`src/rtl/dircc_types_pkg.sv`:
```
// Shared types for the dircc packet router.
// router_beat_t documents the FIFO entry layout {data, empty, sop, eop} for
// the default 32-bit / 4-symbol configuration; the router packs its entries
// in the same field order for any parameterisation.
package dircc_types_pkg;

  localparam int ROUTER_DATA_WIDTH  = 32;
  localparam int ROUTER_EMPTY_WIDTH = 2;

  typedef enum logic {
    ROUTE_LOCAL = 1'b0,
    ROUTE_NET   = 1'b1
  } router_dest_e;

  typedef struct packed {
    logic [ROUTER_DATA_WIDTH-1:0]  data;
    logic [ROUTER_EMPTY_WIDTH-1:0] empty;
    logic                          sop;
    logic                          eop;
  } router_beat_t;

endpackage

```
`src/rtl/dircc_beat_fifo.sv`:
```
// Synchronous beat FIFO with registered full/empty flags.
// Flags are computed from the next-state count, so a write in the same cycle
// as a read never overflows and full/empty are glitch-free registers.
// Writes while full and reads while empty are ignored.
module dircc_beat_fifo #(
  parameter int WIDTH = 36,
  parameter int DEPTH = 8
) (
  input  logic             clk,
  input  logic             reset_n,
  input  logic             wr_en,
  input  logic [WIDTH-1:0] wr_data,
  input  logic             rd_en,
  output logic [WIDTH-1:0] rd_data,
  output logic             full,
  output logic             empty
);

  localparam int AW = $clog2(DEPTH);

  logic [WIDTH-1:0] mem [DEPTH];
  logic [AW-1:0]    wr_ptr;
  logic [AW-1:0]    rd_ptr;
  logic [AW:0]      count;
  logic [AW:0]      count_next;
  logic             do_wr;
  logic             do_rd;

  assign do_wr   = wr_en && !full;
  assign do_rd   = rd_en && !empty;
  assign rd_data = mem[rd_ptr];

  // Next occupancy from this cycle's accepted write/read.
  always_comb begin
    count_next = count;
    case ({do_wr, do_rd})
      2'b10:   count_next = count + 1'b1;
      2'b01:   count_next = count - 1'b1;
      default: count_next = count;
    endcase
  end

  // Pointers, occupancy and registered flags; pointers wrap naturally.
  always_ff @(posedge clk or negedge reset_n) begin
    if (!reset_n) begin
      wr_ptr <= '0;
      rd_ptr <= '0;
      count  <= '0;
      full   <= 1'b0;
      empty  <= 1'b1;
    end else begin
      if (do_wr) wr_ptr <= wr_ptr + 1'b1;
      if (do_rd) rd_ptr <= rd_ptr + 1'b1;
      count <= count_next;
      full  <= (count_next == (AW+1)'(DEPTH));
      empty <= (count_next == '0);
    end
  end

  // Storage array; contents are don't-care until written.
  always_ff @(posedge clk) begin
    if (do_wr) mem[wr_ptr] <= wr_data;
  end

endmodule

```
`src/rtl/dircc_packet_router.sv`:
```
// dircc_packet_router: buffers the PE's outgoing Avalon-ST beats and sends
// each whole packet to the local loopback port or the network port, chosen by
// comparing the first beat's low ADDRESS_MEM_WIDTH bits with `address`.
// Optional build macro DIRCC_ROUTER_STATS_EN adds saturating per-port
// packet counters (local_pkt_count, net_pkt_count).
//
// Handshake: a beat transfers on a port in any cycle where valid && ready.
// While forwarding, valid is held and payload is stable until ready; the
// non-selected port's valid is always 0.
module dircc_packet_router
  import dircc_types_pkg::*;
#(
  parameter int BITS_PER_SYMBOL   = 8,
  parameter int SYMBOLS_PER_BEAT  = 4,
  parameter int FIFO_DEPTH        = 8,
  parameter int ADDRESS_MEM_WIDTH = 32,
  localparam int DATA_WIDTH  = BITS_PER_SYMBOL * SYMBOLS_PER_BEAT,
  localparam int EMPTY_WIDTH = $clog2(SYMBOLS_PER_BEAT)
) (
  input  logic                         clk,
  input  logic                         reset_n,
  input  logic [DATA_WIDTH-1:0]        in_data,
  input  logic [EMPTY_WIDTH-1:0]       in_empty,
  input  logic                         in_startofpacket,
  input  logic                         in_endofpacket,
  input  logic                         in_valid,
  output logic                         in_ready,
  output logic [DATA_WIDTH-1:0]        local_data,
  output logic [EMPTY_WIDTH-1:0]       local_empty,
  output logic                         local_startofpacket,
  output logic                         local_endofpacket,
  output logic                         local_valid,
  input  logic                         local_ready,
  output logic [DATA_WIDTH-1:0]        net_data,
  output logic [EMPTY_WIDTH-1:0]       net_empty,
  output logic                         net_startofpacket,
  output logic                         net_endofpacket,
  output logic                         net_valid,
  input  logic                         net_ready,
  input  logic [ADDRESS_MEM_WIDTH-1:0] address,
  output logic                         err_orphan,
  output logic                         err_framing
`ifdef DIRCC_ROUTER_STATS_EN
  ,
  output logic [15:0]                  local_pkt_count,
  output logic [15:0]                  net_pkt_count
`endif
);

  localparam int ENTRY_W = DATA_WIDTH + EMPTY_WIDTH + 2;

  typedef enum logic {
    ST_IDLE = 1'b0,
    ST_FWD  = 1'b1
  } state_e;

  state_e       state_q, state_d;
  router_dest_e route_q, route_d;
  logic         first_q, first_d;
  logic         ready_en_q;
  logic         err_orphan_q, err_framing_q;

  logic                   fifo_full, fifo_empty;
  logic [ENTRY_W-1:0]     wr_entry, head;
  logic [DATA_WIDTH-1:0]  head_data;
  logic [EMPTY_WIDTH-1:0] head_empty;
  logic                   head_sop, head_eop;
  logic                   pop, sel_valid, sel_ready;
  logic                   set_orphan, set_framing;

  // Entry layout matches router_beat_t: {data, empty, sop, eop}.
  assign wr_entry   = {in_data, in_empty, in_startofpacket, in_endofpacket};
  assign head_data  = head[ENTRY_W-1 -: DATA_WIDTH];
  assign head_empty = head[2 +: EMPTY_WIDTH];
  assign head_sop   = head[1];
  assign head_eop   = head[0];

  // ready_en holds in_ready low through reset and the first clock after it.
  assign in_ready = ready_en_q && !fifo_full;

  dircc_beat_fifo #(
    .WIDTH (ENTRY_W),
    .DEPTH (FIFO_DEPTH)
  ) u_fifo (
    .clk     (clk),
    .reset_n (reset_n),
    .wr_en   (in_valid && in_ready),
    .wr_data (wr_entry),
    .rd_en   (pop),
    .rd_data (head),
    .full    (fifo_full),
    .empty   (fifo_empty)
  );

  assign sel_ready = (route_q == ROUTE_LOCAL) ? local_ready : net_ready;

  // Both ports see the FIFO head; only the routed port gets valid.
  assign local_data          = head_data;
  assign local_empty         = head_empty;
  assign local_startofpacket = head_sop;
  assign local_endofpacket   = head_eop;
  assign local_valid         = sel_valid && (route_q == ROUTE_LOCAL);
  assign net_data            = head_data;
  assign net_empty           = head_empty;
  assign net_startofpacket   = head_sop;
  assign net_endofpacket     = head_eop;
  assign net_valid           = sel_valid && (route_q == ROUTE_NET);

  assign err_orphan  = err_orphan_q;
  assign err_framing = err_framing_q;

  // FSM state, route latch, first-beat flag and sticky errors.
  always_ff @(posedge clk or negedge reset_n) begin
    if (!reset_n) begin
      state_q       <= ST_IDLE;
      route_q       <= ROUTE_LOCAL;
      first_q       <= 1'b0;
      ready_en_q    <= 1'b0;
      err_orphan_q  <= 1'b0;
      err_framing_q <= 1'b0;
    end else begin
      state_q    <= state_d;
      route_q    <= route_d;
      first_q    <= first_d;
      ready_en_q <= 1'b1;
      if (set_orphan)  err_orphan_q  <= 1'b1;
      if (set_framing) err_framing_q <= 1'b1;
    end
  end

  // Next state: route on sop in IDLE, forward beats until the eop pop.
  // A sop arriving as a non-first beat ends the packet unpopped so IDLE
  // routes it afresh.
  always_comb begin
    state_d     = state_q;
    route_d     = route_q;
    first_d     = first_q;
    pop         = 1'b0;
    sel_valid   = 1'b0;
    set_orphan  = 1'b0;
    set_framing = 1'b0;
    case (state_q)
      ST_IDLE: begin
        if (!fifo_empty) begin
          if (head_sop) begin
            route_d = (head_data[ADDRESS_MEM_WIDTH-1:0] == address) ? ROUTE_LOCAL : ROUTE_NET;
            first_d = 1'b1;
            state_d = ST_FWD;
          end else begin
            pop        = 1'b1;
            set_orphan = 1'b1;
          end
        end
      end
      ST_FWD: begin
        if (!fifo_empty) begin
          if (head_sop && !first_q) begin
            set_framing = 1'b1;
            state_d     = ST_IDLE;
          end else begin
            sel_valid = 1'b1;
            if (sel_ready) begin
              pop     = 1'b1;
              first_d = 1'b0;
              if (head_eop) state_d = ST_IDLE;
            end
          end
        end
      end
      default: state_d = ST_IDLE;
    endcase
  end

`ifdef DIRCC_ROUTER_STATS_EN
  logic [15:0] local_cnt_q, net_cnt_q;

  assign local_pkt_count = local_cnt_q;
  assign net_pkt_count   = net_cnt_q;

  // Saturating packet counters, stepped on each port's eop handshake.
  always_ff @(posedge clk or negedge reset_n) begin
    if (!reset_n) begin
      local_cnt_q <= '0;
      net_cnt_q   <= '0;
    end else begin
      if (local_valid && local_ready && head_eop && local_cnt_q != 16'hFFFF)
        local_cnt_q <= local_cnt_q + 16'd1;
      if (net_valid && net_ready && head_eop && net_cnt_q != 16'hFFFF)
        net_cnt_q <= net_cnt_q + 16'd1;
    end
  end
`endif

endmodule

```
`config.mk`:
```
export PLATFORM = sky130hd
export DESIGN_NAME = dircc_packet_router
export DESIGN_NICKNAME = d
export VERILOG_FILES = /design/src/rtl/dircc_types_pkg.sv /design/src/rtl/dircc_beat_fifo.sv /design/src/rtl/dircc_packet_router.sv
export SDC_FILE = /design/constraint.sdc
export NUM_CORES = 1
export LEC_CHECK = 0
export BUFFER_PORTS_ARGS = -buffer_cell sky130_fd_sc_hd__buf_4
export CAP_MARGIN = 5
export CORE_MARGIN = 3
export CORE_UTILIZATION = 35
export DETAILED_ROUTE_END_ITERATION = 7
export PLACE_DENSITY = 0.58
export SETUP_SLACK_MARGIN = 0.02
export SLEW_MARGIN = 20
export SYNTH_ARGS = -nofsm -noshare
export SYNTH_HDL_FRONTEND = slang
export SYNTH_SLANG_ARGS = --single-unit
export TNS_END_PERCENT = 50
```
`constraint.sdc`:
```
create_clock -name clk -period 5.1 [get_ports clk]
set_input_delay 0.765 -clock clk [delete_from_list [all_inputs] [get_ports clk]]
set_output_delay 0.765 -clock clk [all_outputs]
set_load 0.02 [all_outputs]
```
==> results.md, run 1 <==
* Starting Density at 0.358
* Final setup viols at 0
* CTS root buffer: clkbuf_16
* Vias post-DR at about 6,200
* Synth unique cells at 42
* Main synth FF type: edfxtp_1
* Compound-Gate Fraction of Synth Area at 0.0186
* Crit Path Max Fanout at 27
* Max H-tree Level at 1
* Global placer's final weighted congestion at ~0.73
* RSZ-0062 raised after global routing: no
* Post-synthesis simple-gate area fraction at 0.0264
* Iter 0 DRT Violations at around 390
* Syn Nets at between 700 and 800
* Largest net degree at the start of global routing at 50
* Synth Instances at between 600 and 700
* Clock skew at 7.41 ps
* Row cnt at 68
* Core region area at between 0.03 and 0.04 mm^2
* Dpl cells at 1,192
* Slew at the pin closest to its max-slew limit at around 1000 ps
* Status: finished clean
* FFs w/ async S/R, synth at 0.0588
* CTS Buf Count at 31
* Req. time, crit path at between 4000 and 5000 ps
* Hold Worst Slack at between 70 and 80 ps
* Vias in the first global route at between 6,000 and 7,000
* Slew margin rel. at 0.318
* Routed Antenna Nets at 0
* Layout cells sized above 1 at 0.373
* Final Max Slew Viols at 0
* Setup CP Type: flop to primary output
* Sw Share at 0.350
* Yosys reg bits at around 310
* Max-cap viol count at 0
* Drt wl/cell at approximately 22 um
* Worst Setup SP: u_fifo.rd_ptr[0]
* Area added between synthesis and finish at 18.8%
* Power per cell area at around 600 mW/mm^2
* CTS clock-pin slew for the worst setup and hold paths at ~60 ps
* Share of the synthesized area in the top cell type at 0.694
* WP data arrival at roughly 3600 ps
* Post-CTS Resized at 0
* Filler Cell Count at ~3,100
* First-pass GRT wire length at between 40 and 50 mm
* Share of power burned in combinational logic at 0.408
* Clk sinks at 306
* DRT Wirelength at between 20 and 30 mm
* Power Internal at ~5800 uW
* CP endpoint kind: primary output
* Mapped cell area at around 0.012 mm^2
* Xor and xnor area share after synthesis at 0.0260
* Final Util at 0.426
* Sw Pwr at about 3100 uW
* Critical Path Start Type: flop
* CTS Buffer Depth at 3
* Clock Latency Late Sink at between 500 and 600 ps
* CTS tree: done
* Share of power burned in registers at 0.358
* Leakage at between 0.005 and 0.006 uW
* DIE HEIGHT at between 150 and 200 um
* Initial antenna violation count at 0
* Final Hold Viols at 0
* Worst IR Drop VDD at roughly 0.32 mV
* Die ar. at about 0.038 mm^2
* Fmax at roughly 230 MHz
* Residual DRC at 0
* Number of vias per cell at approximately 5
* Setup TNS at 0 ps
* Gr ovfl total at 0
* Clock power share at 0.234
* Finished Cell Area at 0.0148 mm^2
* Synth Area in Adders at 0.00663
* Hpwl dp at approximately 17 mm
* Final net count at roughly 850
* HP Class: input port to asynchronous set/reset pin
* Post-synth EDFFs at 288
* Sequential area share after synthesis at 0.730
* Leading area contributor after synthesis: edfxtp_1
* Dominant cells by area after synthesis: edfxtp_1 69%, mux4_2 9.9%, dfrtp_1 3.4%
* Post-DP Area at ~0.014 mm^2
* Synth warnings at 0
* CTS Hold Bufs at 0
* Final period utilization at 0.855
* Syn avg cell area at 19.7 um^2
* Fin cells at around 1,200
* Largest family of logic cells by synthesized area: multiplexers
* IO Port Bufs at 149
* Final Critical Period at 4360 ps
* Mux cell area share after synthesis at 0.151
* TritonRoute pass-1 iters at 4
* Postcts setup bufs at 0
* Critical R2R Launch: u_fifo.rd_ptr[2]
* GRT Total Usage at 0.143
* Chip Width at slightly below 200 um
* Ant diodes at 0
* I/O Pins at 150
flip-flops by register name (all words and copies together), names as in the netlist:
name / cells
u_fifo.mem: 288
u_fifo.count: 4
u_fifo.rd_ptr: 3
u_fifo.wr_ptr: 3
err_framing: 1
err_orphan: 1
first_q: 1
ready_en_q: 1
route_q: 1
state_q: 1
u_fifo.empty: 1
u_fifo.full: 1
synthesized netlist by cell type, types with 6 or more instances:
cell      instances
a221oi_1         12
buf_4            45
mux2i_1          37
nor2_1           23
inv_1             9
nand2_1          16
edfxtp_1        288
dfrtp_1          17
buf_6             6
mux4_2           55
xnor2_1          27
mux2_2           21
nor2b_1           6
xor2_1           10
worst max-delay path: stages (launching register included):
cell and delay (ps):
dfrtp_4 690, buf_4 510, buf_4 520, mux4_2 310, nor2_1 40, a221oi_1 630, buf_4 290
power by group through the flow:
stage	registers [uW]	clock network (uW)	logic, uW
2_1_floorplan	3090	0	2820
3_3_place_gp	3260	0	3710
3_5_place_dp	3260	0	3720
4_1_cts	3210	2150	3740
5_1_grt	3240	2260	3910
6_report	3200	2100	3650
through the flow:
stage	total power, uW	worst slack (ps)
after floorplan	5910	1080
after global placement	6970	894
after detailed placement	6990	876
after CTS	9100	548
after global routing	9410	408
final	8950	739
final timing paths:
path                            slack (ps)  cells after the start           endpoint
worst max-delay path                   740                      6       net_data[20]
worst min-delay path                    80                      1            route_q
worst max register to register         940                      8            route_q
worst min register to register         470                      1         err_orphan
max in group asynchronous             4760                      1       u_fifo.empty
min in group clk                       450                      1  u_fifo.mem[7][15]
metal layers:
| layer | wire (um) | part of all wire | up-vias | track usage |
|---|---|---|---|---|
| met5 | 0 | 0 | - | 0 |
| met4 | 497 | 0.018 | 0 | 0.0277 |
| met3 | 1390 | 0.050 | 36 | 0.0224 |
| met2 | 13300 | 0.48 | 178 | 0.232 |
| met1 | 12300 | 0.45 | 3187 | 0.207 |
| li1 | - | - | 2753 | - |
logic make-up after synthesis:
group           Yosys count
xor+xnor                 37
flops                   306
other cells               1
mux                     116
compound gates           30
buf+inv                  68
simple gates             67
fa+ha+maj                 6
cell type report:
class | count | area, um^2 | area share
clock inverter | 16 | 126 | 0.00853
tap | 455 | 569 | 0.0384
inverter | 9 | 33.8 | 0.00228
multi-input combinational | 257 | 2910 | 0.197
timing repair buffer | 165 | 1250 | 0.0845
clock buffer | 40 | 810 | 0.0547
sequential | 306 | 9110 | 0.615
cell usage in the layout, fill, tap and decap left out, types with 2 or more instances in the layout:
| master | instances |
|---|---|
| a21o_1 | 2 |
| a21oi_1 | 4 |
| a221oi_1 | 12 |
| a22o_1 | 5 |
| and2_1 | 3 |
| buf_4 | 164 |
| bufinv_16 | 2 |
| clkbuf_1 | 9 |
| clkbuf_16 | 31 |
| clkinv_1 | 8 |
| clkinv_2 | 4 |
| dfrtp_1 | 14 |
| dfrtp_4 | 2 |
| edfxtp_1 | 288 |
| ha_1 | 5 |
| inv_1 | 9 |
| mux2_2 | 21 |
| mux2i_1 | 37 |
| mux4_2 | 55 |
| nand2_1 | 16 |
| nand2b_1 | 3 |
| nand4_1 | 5 |
| nor2_1 | 17 |
| nor2_4 | 6 |
| nor2b_1 | 6 |
| nor3_1 | 2 |
| nor3_2 | 2 |
| o21ai_0 | 4 |
| xnor2_1 | 27 |
| xor2_1 | 10 |
Power figures use the tool's default switching activity.
==> inputs of run 2 (changes only) <==
- CELL_PAD_IN_SITES_DETAIL_PLACEMENT: not set -> 1
- CELL_PAD_IN_SITES_GLOBAL_PLACEMENT: not set -> 1
- CORE_UTILIZATION: 35 -> 47
- PLACE_DENSITY: 0.58 -> 0.8
==> run 2 against run 1 <==
- routed wire length grew 5.9%
- clock-buffer cell count shrank 4
- hold slack improved by 10 ps
- critical endpoint is now local_data[6]
- largest power group unchanged
==> results.md, run 2 (synthesis results as in run 1) <==
* Top flop regs: u_fifo.mem (288), u_fifo.count (4)
* Number of vias per cell at 5.64 (+14%)
* Setup TNS at 0 ps (unchanged)
* Leakage at 0.00512 uW (+0.32%)
* DIE HEIGHT at 169 um (-13%)
* CTS Buf Count at 31 (unchanged)
* I/O Pins at 150 (unchanged)
* Biggest register: u_fifo.mem
* Final period utilization at 0.812 (-0.0431)
* First-pass GRT wire length at 43.3 mm (+5.9%)
* RSZ-0062 raised after global routing: no
* Gr ovfl total at 0 (unchanged)
* Clock Latency Late Sink at 540 ps (about the same)
* Crit Path Max Fanout at 37 (+37%)
* Clock power share at 0.238 (+0.004)
* Hpwl dp at 18.4 mm (+5.3%)
* Post-CTS Resized at 0 (unchanged)
* Starting Density at 0.486 (+0.128)
* TritonRoute pass-1 iters at 5 (+1)
* Status: finished clean
* Power Internal at 5840 uW (+0.37%)
* Critical Path Start Type: flop
* Iter 0 DRT Violations at 533 (+38%)
* IO Port Bufs at 149 (unchanged)
* Slew at the pin closest to its max-slew limit at 1070 ps (+48.1 ps)
* DRT Wirelength at 29.1 mm (+5.9%)
* WP data arrival at 3380 ps (-220 ps)
* Die ar. at 0.0285 mm^2 (-25%)
* Final Util at 0.574 (+0.149)
* Global placer's final weighted congestion at 0.728 (-0.37%)
* Max-cap viol count at 0 (unchanged)
* Residual DRC at 0 (unchanged)
* Clock skew at 9.07 ps (+1.66 ps)
* Max H-tree Level at 1 (unchanged)
* Largest net degree at the start of global routing at 52 (+4.0%)
* Routed Antenna Nets at 0 (unchanged)
* CTS Buffer Depth at 3 (unchanged)
* Fin cells at 1,122 (-10%)
* Sw Share at 0.351 (+0.000953)
* Final Critical Period at 4140 ps (-220 ps)
* CTS tree: done
* CP most frequent cell: buf_4
* Power per cell area at 611 mW/mm^2 (+1.2%)
* CP endpoint kind: primary output
* Leading cell types in the layout, fill and taps excluded: 288 x edfxtp_1, 159 x buf_4, 55 x mux4_2, 37 x mux2i_1, 31 x clkbuf_16
* Crit-path slowest cell: dfrtp_4
* GRT Total Usage at 0.204 (+0.0615)
* Area added between synthesis and finish at 18.0%
* Setup WS post-layout at 959 ps (+220 ps)
* Crit-path max cell delay at 850 ps (+160 ps)
* Commonest non-fill, non-tap cell in the layout: edfxtp_1
* Final setup viols at 0 (unchanged)
* Vias post-DR at 6,331 (+2.9%)
* Max FFs per register at 288 (unchanged)
* Drt wl/cell at 26.0 um (+18%)
* Sw Pwr at 3150 uW (+0.79%)
* Fmax at 242 MHz (+5.3%)
* Row cnt at 58 (-15%)
* Layout cells sized above 1 at 0.370 (-0.00285)
* Share of power burned in combinational logic at 0.394 (-0.014)
* Hold Worst Slack at 89.5 ps (+10.1 ps)
* Worst IR Drop VDD at 0.362 mV (+12%)
* Final net count at 847 (-0.24%)
* Final Max Slew Viols at 0 (unchanged)
* Chip Width at 169 um (-13%)
* FF-to-FF path depth at 11 (+3)
* Slew margin rel. at 0.283 (-0.0343)
* Final Hold Viols at 0 (unchanged)
* Core region area at 0.0256 mm^2 (-26%)
* Dpl cells at 1,063 (-11%)
* Req. time, crit path at 4340 ps (about the same)
* Pre-CTS setup slack at 1250 ps (+375 ps)
* CTS Hold Bufs at 0 (unchanged)
* Share of power burned in registers at 0.368 (+0.010)
* Ordered list of cells on the worst path: buf_4, mux2i_1, a22o_1, a221oi_1, buf_4
* CTS clock-pin slew for the worst setup and hold paths at 60 ps (about the same)
* Initial antenna violation count at 1 (+1)
* Clk sinks at 306 (unchanged)
* Setup CP Type: flop to primary output
* Vias in the first global route at 6,959 (+12%)
* Postcts setup bufs at 0 (unchanged)
* CTS root buffer: clkbuf_16
* R2R setup slack at 1240 ps (+300 ps)
* HP Class: input port to asynchronous set/reset pin
## run 2: worst paths after layout
path	startpoint	end
max in group asynchronous	reset_n	u_fifo.empty
worst max register to register	u_fifo.rd_ptr[0]	u_fifo.full
worst max-delay path	u_fifo.rd_ptr[0]	local_data[6]
worst min register to register	u_fifo.count[3]	u_fifo.count[3]
worst min-delay path	reset_n	first_q
min in group clk	in_data[14]	u_fifo.mem[5][18]
## run 2: worst max-delay path, delay by kind of cell (launching register included)
family	cells	cell delay, ps
buffers and inverters	2	950
DFF	1	850
AOI/OAI and AO/OA	2	820
muxes	1	170
## run 2: power groups by stage
| stage | Sequential [uW] | Combinational [uW] | Clock (uW) |
|---|---|---|---|
| after CTS | 3320 | 3580 | 2180 |
| after global placement | 3340 | 3460 | 0 |
| after global routing | 3350 | 3770 | 2290 |
| after detailed placement | 3370 | 3550 | 0 |
| after floorplan | 3090 | 2820 | 0 |
| final | 3310 | 3540 | 2140 |
## run 2: through the flow
| stage | power (uW) | area (um^2) |
|---|---|---|
| 5_1_grt | 9410 | 14700 |
| 6_report | 8990 | 14700 |
| 3_5_place_dp | 6920 | 13700 |
| 2_1_floorplan | 5910 | 12500 |
| 4_1_cts | 9080 | 14700 |
| 3_3_place_gp | 6800 | 13700 |
## run 2: layer usage
layer | routed length, um | track usage
met3 | 1800 | 0.0364
met1 | 11700 | 0.268
met4 | 694 | 0.0623
met2 | 14900 | 0.352
met5 | 0 | 0
## run 2: cell type report
type	instances	area, um^2
timing repair buffer	163	1280
fill	2272	10900
tap	330	413
multi-input combinational	257	2910
clock inverter	20	163
antenna	1	2.50
inverter	9	33.8
sequential	306	9110
clock buffer	36	795
==> inputs of run 3 (changes only) <==
- CORE_UTILIZATION: 47 -> 45
- clock period: 5.1 -> 3.4 ns (I/O delays scaled with it)
==> run 3 against run 2 <==
- core utilization decreased by 2.5 points
- sequential share of layout area decreased by 0.77 points
- power increased by 53%
- combinational power increased by 65%
- largest power group unchanged
==> results.md, run 3 (synthesis results as in run 1) <==
* Top flop regs: u_fifo.mem (288), u_fifo.count (4)
* Vias in the first global route at 6,831 (-1.8%)
* Chip Width at 172 um (+2.1%)
* Residual DRC at 0 (unchanged)
* Drt wl/cell at 25.1 um (-3.4%)
* Leading cell types in the layout, fill and taps excluded: 288 x edfxtp_1, 172 x buf_4, 55 x mux4_2, 37 x mux2i_1, 31 x clkbuf_16
* Number of vias per cell at 5.44 (-3.5%)
* WP data arrival at 2730 ps (-650 ps)
* HP Class: input port to flop
* Max FFs per register at 288 (unchanged)
* Status: finished clean
* Iter 0 DRT Violations at 659 (+24%)
* Postcts setup bufs at 0 (unchanged)
* Final Util at 0.550 (-0.0246)
* Clk sinks at 306 (unchanged)
* CTS tree: done
* Layout cells sized above 1 at 0.393 (+0.0226)
* Starting Density at 0.460 (-0.0266)
* Fin cells at 1,176 (+4.8%)
* CTS Buf Count at 30 (-3.2%)
* Final Hold Viols at 0 (unchanged)
* CTS clock-pin slew for the worst setup and hold paths at 60 ps (about the same)
* Max H-tree Level at 1 (unchanged)
* CTS Buffer Depth at 3 (unchanged)
* Pre-CTS setup slack at 128 ps (-1120 ps)
* Clock Latency Late Sink at 540 ps (about the same)
* Final setup viols at 0 (unchanged)
* Power per cell area at 925 mW/mm^2 (+51%)
* RSZ-0062 raised after global routing: yes
* Clock skew at 10.9 ps (+1.82 ps)
* DRT Wirelength at 29.5 mm (+1.3%)
* Highest metal used: met5
* Area added between synthesis and finish at 19.5%
* DR WL met3 at 1.50 mm (-17%)
* Fmax at 309 MHz
* Vias post-DR at 6,402 (+1.1%)
* Dpl cells at 1,121 (+5.5%)
* Hpwl dp at 18.4 mm (+0.39%)
* Gr ovfl total at 0 (unchanged)
* Setup CP Type: flop to primary output
* Worst IR Drop VDD at 0.578 mV (+60%)
* Die ar. at 0.0297 mm^2 (+4.3%)
* TritonRoute pass-1 iters at 5 (unchanged)
* Leakage at 0.00520 uW (+1.5%)
* GRT Total Usage at 0.198 (-0.00694)
* Final Critical Period at between 3000 and 4000 ps
* Slew at the pin closest to its max-slew limit at 799 ps (-271 ps)
* Max-cap viol count at 0 (unchanged)
* Final net count at 861 (+1.7%)
* Largest net degree at the start of global routing at 42 (-19%)
* Commonest non-fill, non-tap cell in the layout: edfxtp_1
* CP endpoint kind: primary output
* CTS root buffer: clkbuf_16
* Routed Antenna Nets at 0 (unchanged)
* Final Max Slew Viols at 0 (unchanged)
* Ant diodes at 0 (-1)
* Post-Route M1 WL at 12.4 mm (+5.8%)
* Setup WS post-layout at 163 ps (-796 ps)
* Row cnt at 60 (+3.4%)
* I/O Pins at 150 (unchanged)
* Slew margin rel. at 0.466 (+0.183)
* IO Port Bufs at 149 (unchanged)
* Global placer's final weighted congestion at 0.722 (-0.85%)
* Met2 routed WL at 15.1 mm (+1.0%)
* Critical Path Start Type: flop
* Core region area at 0.0271 mm^2 (+5.8%)
* Crit Path Max Fanout at 14 (-62%)
* Final period utilization at 0.952
* Initial antenna violation count at 1 (unchanged)
* Biggest register: u_fifo.mem
* Req. time, crit path at 2890 ps (-1450 ps)
* DIE HEIGHT at 172 um (+2.1%)
* First-pass GRT wire length at 43.1 mm (-0.60%)
==> run 3: path summary, 6_finish.rpt <==
check	startpoint	end	slack (ps)	depth (start not counted)
max	u_fifo.rd_ptr[1]	local_data[2]	160	7
min	in_data[30]	u_fifo.mem[5][34]	190	1
max reg2reg	u_fifo.rd_ptr[0]	u_fifo.full	240	11
min reg2reg	u_fifo.count[3]	u_fifo.count[3]	490	1
max in group asynchronous	reset_n	u_fifo.empty	2740	2
min in group asynchronous	reset_n	state_q	390	2
==> run 3: report_power, final <==
group | internal [uW] | leakage (uW) | switching, uW
clock | 1890 | 0.000473 | 1340
combinational | 2610 | 0.00192 | 3230
sequential | 4460 | 0.00280 | 242
total | 8960 | 0.00520 | 4820
==> run 3: cell type report <==
cell class / count / area (um^2)
clock buffers: 36 / 795
clock inverters: 18 / 176
fillers: 2413 / 12200
inverters: 9 / 33.8
multi-input cells: 257 / 2940
flip-flops and latches: 306 / 9110
well taps: 372 / 465
repair buffers: 178 / 1380
==> run 3: what timing repair did <==
action	CTS	global route
setup endpoints to repair	4	14
resized for setup	1	6
endpoints found under the hold margin	17	0
hold buffers	1	0
==> run 3: critical path, cell delays in order, from the launching register on <==
cell,delay [ps]
dfrtp_4,590
buf_4,270
buf_4,230
mux4_2,520
nor2_1,110
a221oi_1,80
buf_4,220
buf_4,160
==> run 3: through the flow <==
step	setup TNS (ps)	cell area, um^2	hold slack [ps]	power (uW)
6_report	0	14900	193	13800
2_1_floorplan	-21750	12500	214	8870
3_3_place_gp	0	13900	392	10400
3_5_place_dp	0	13900	398	10600
4_1_cts	0	14900	179	13900
5_1_grt	-0.986	14900	190	14400
==> run 3: per-layer routing <==
layer / vias up / track usage
li1: 2773 / -
met1: 3369 / 0.273
met2: 217 / 0.341
met3: 41 / 0.0235
met4: 2 / 0.0451
met5: - / 0
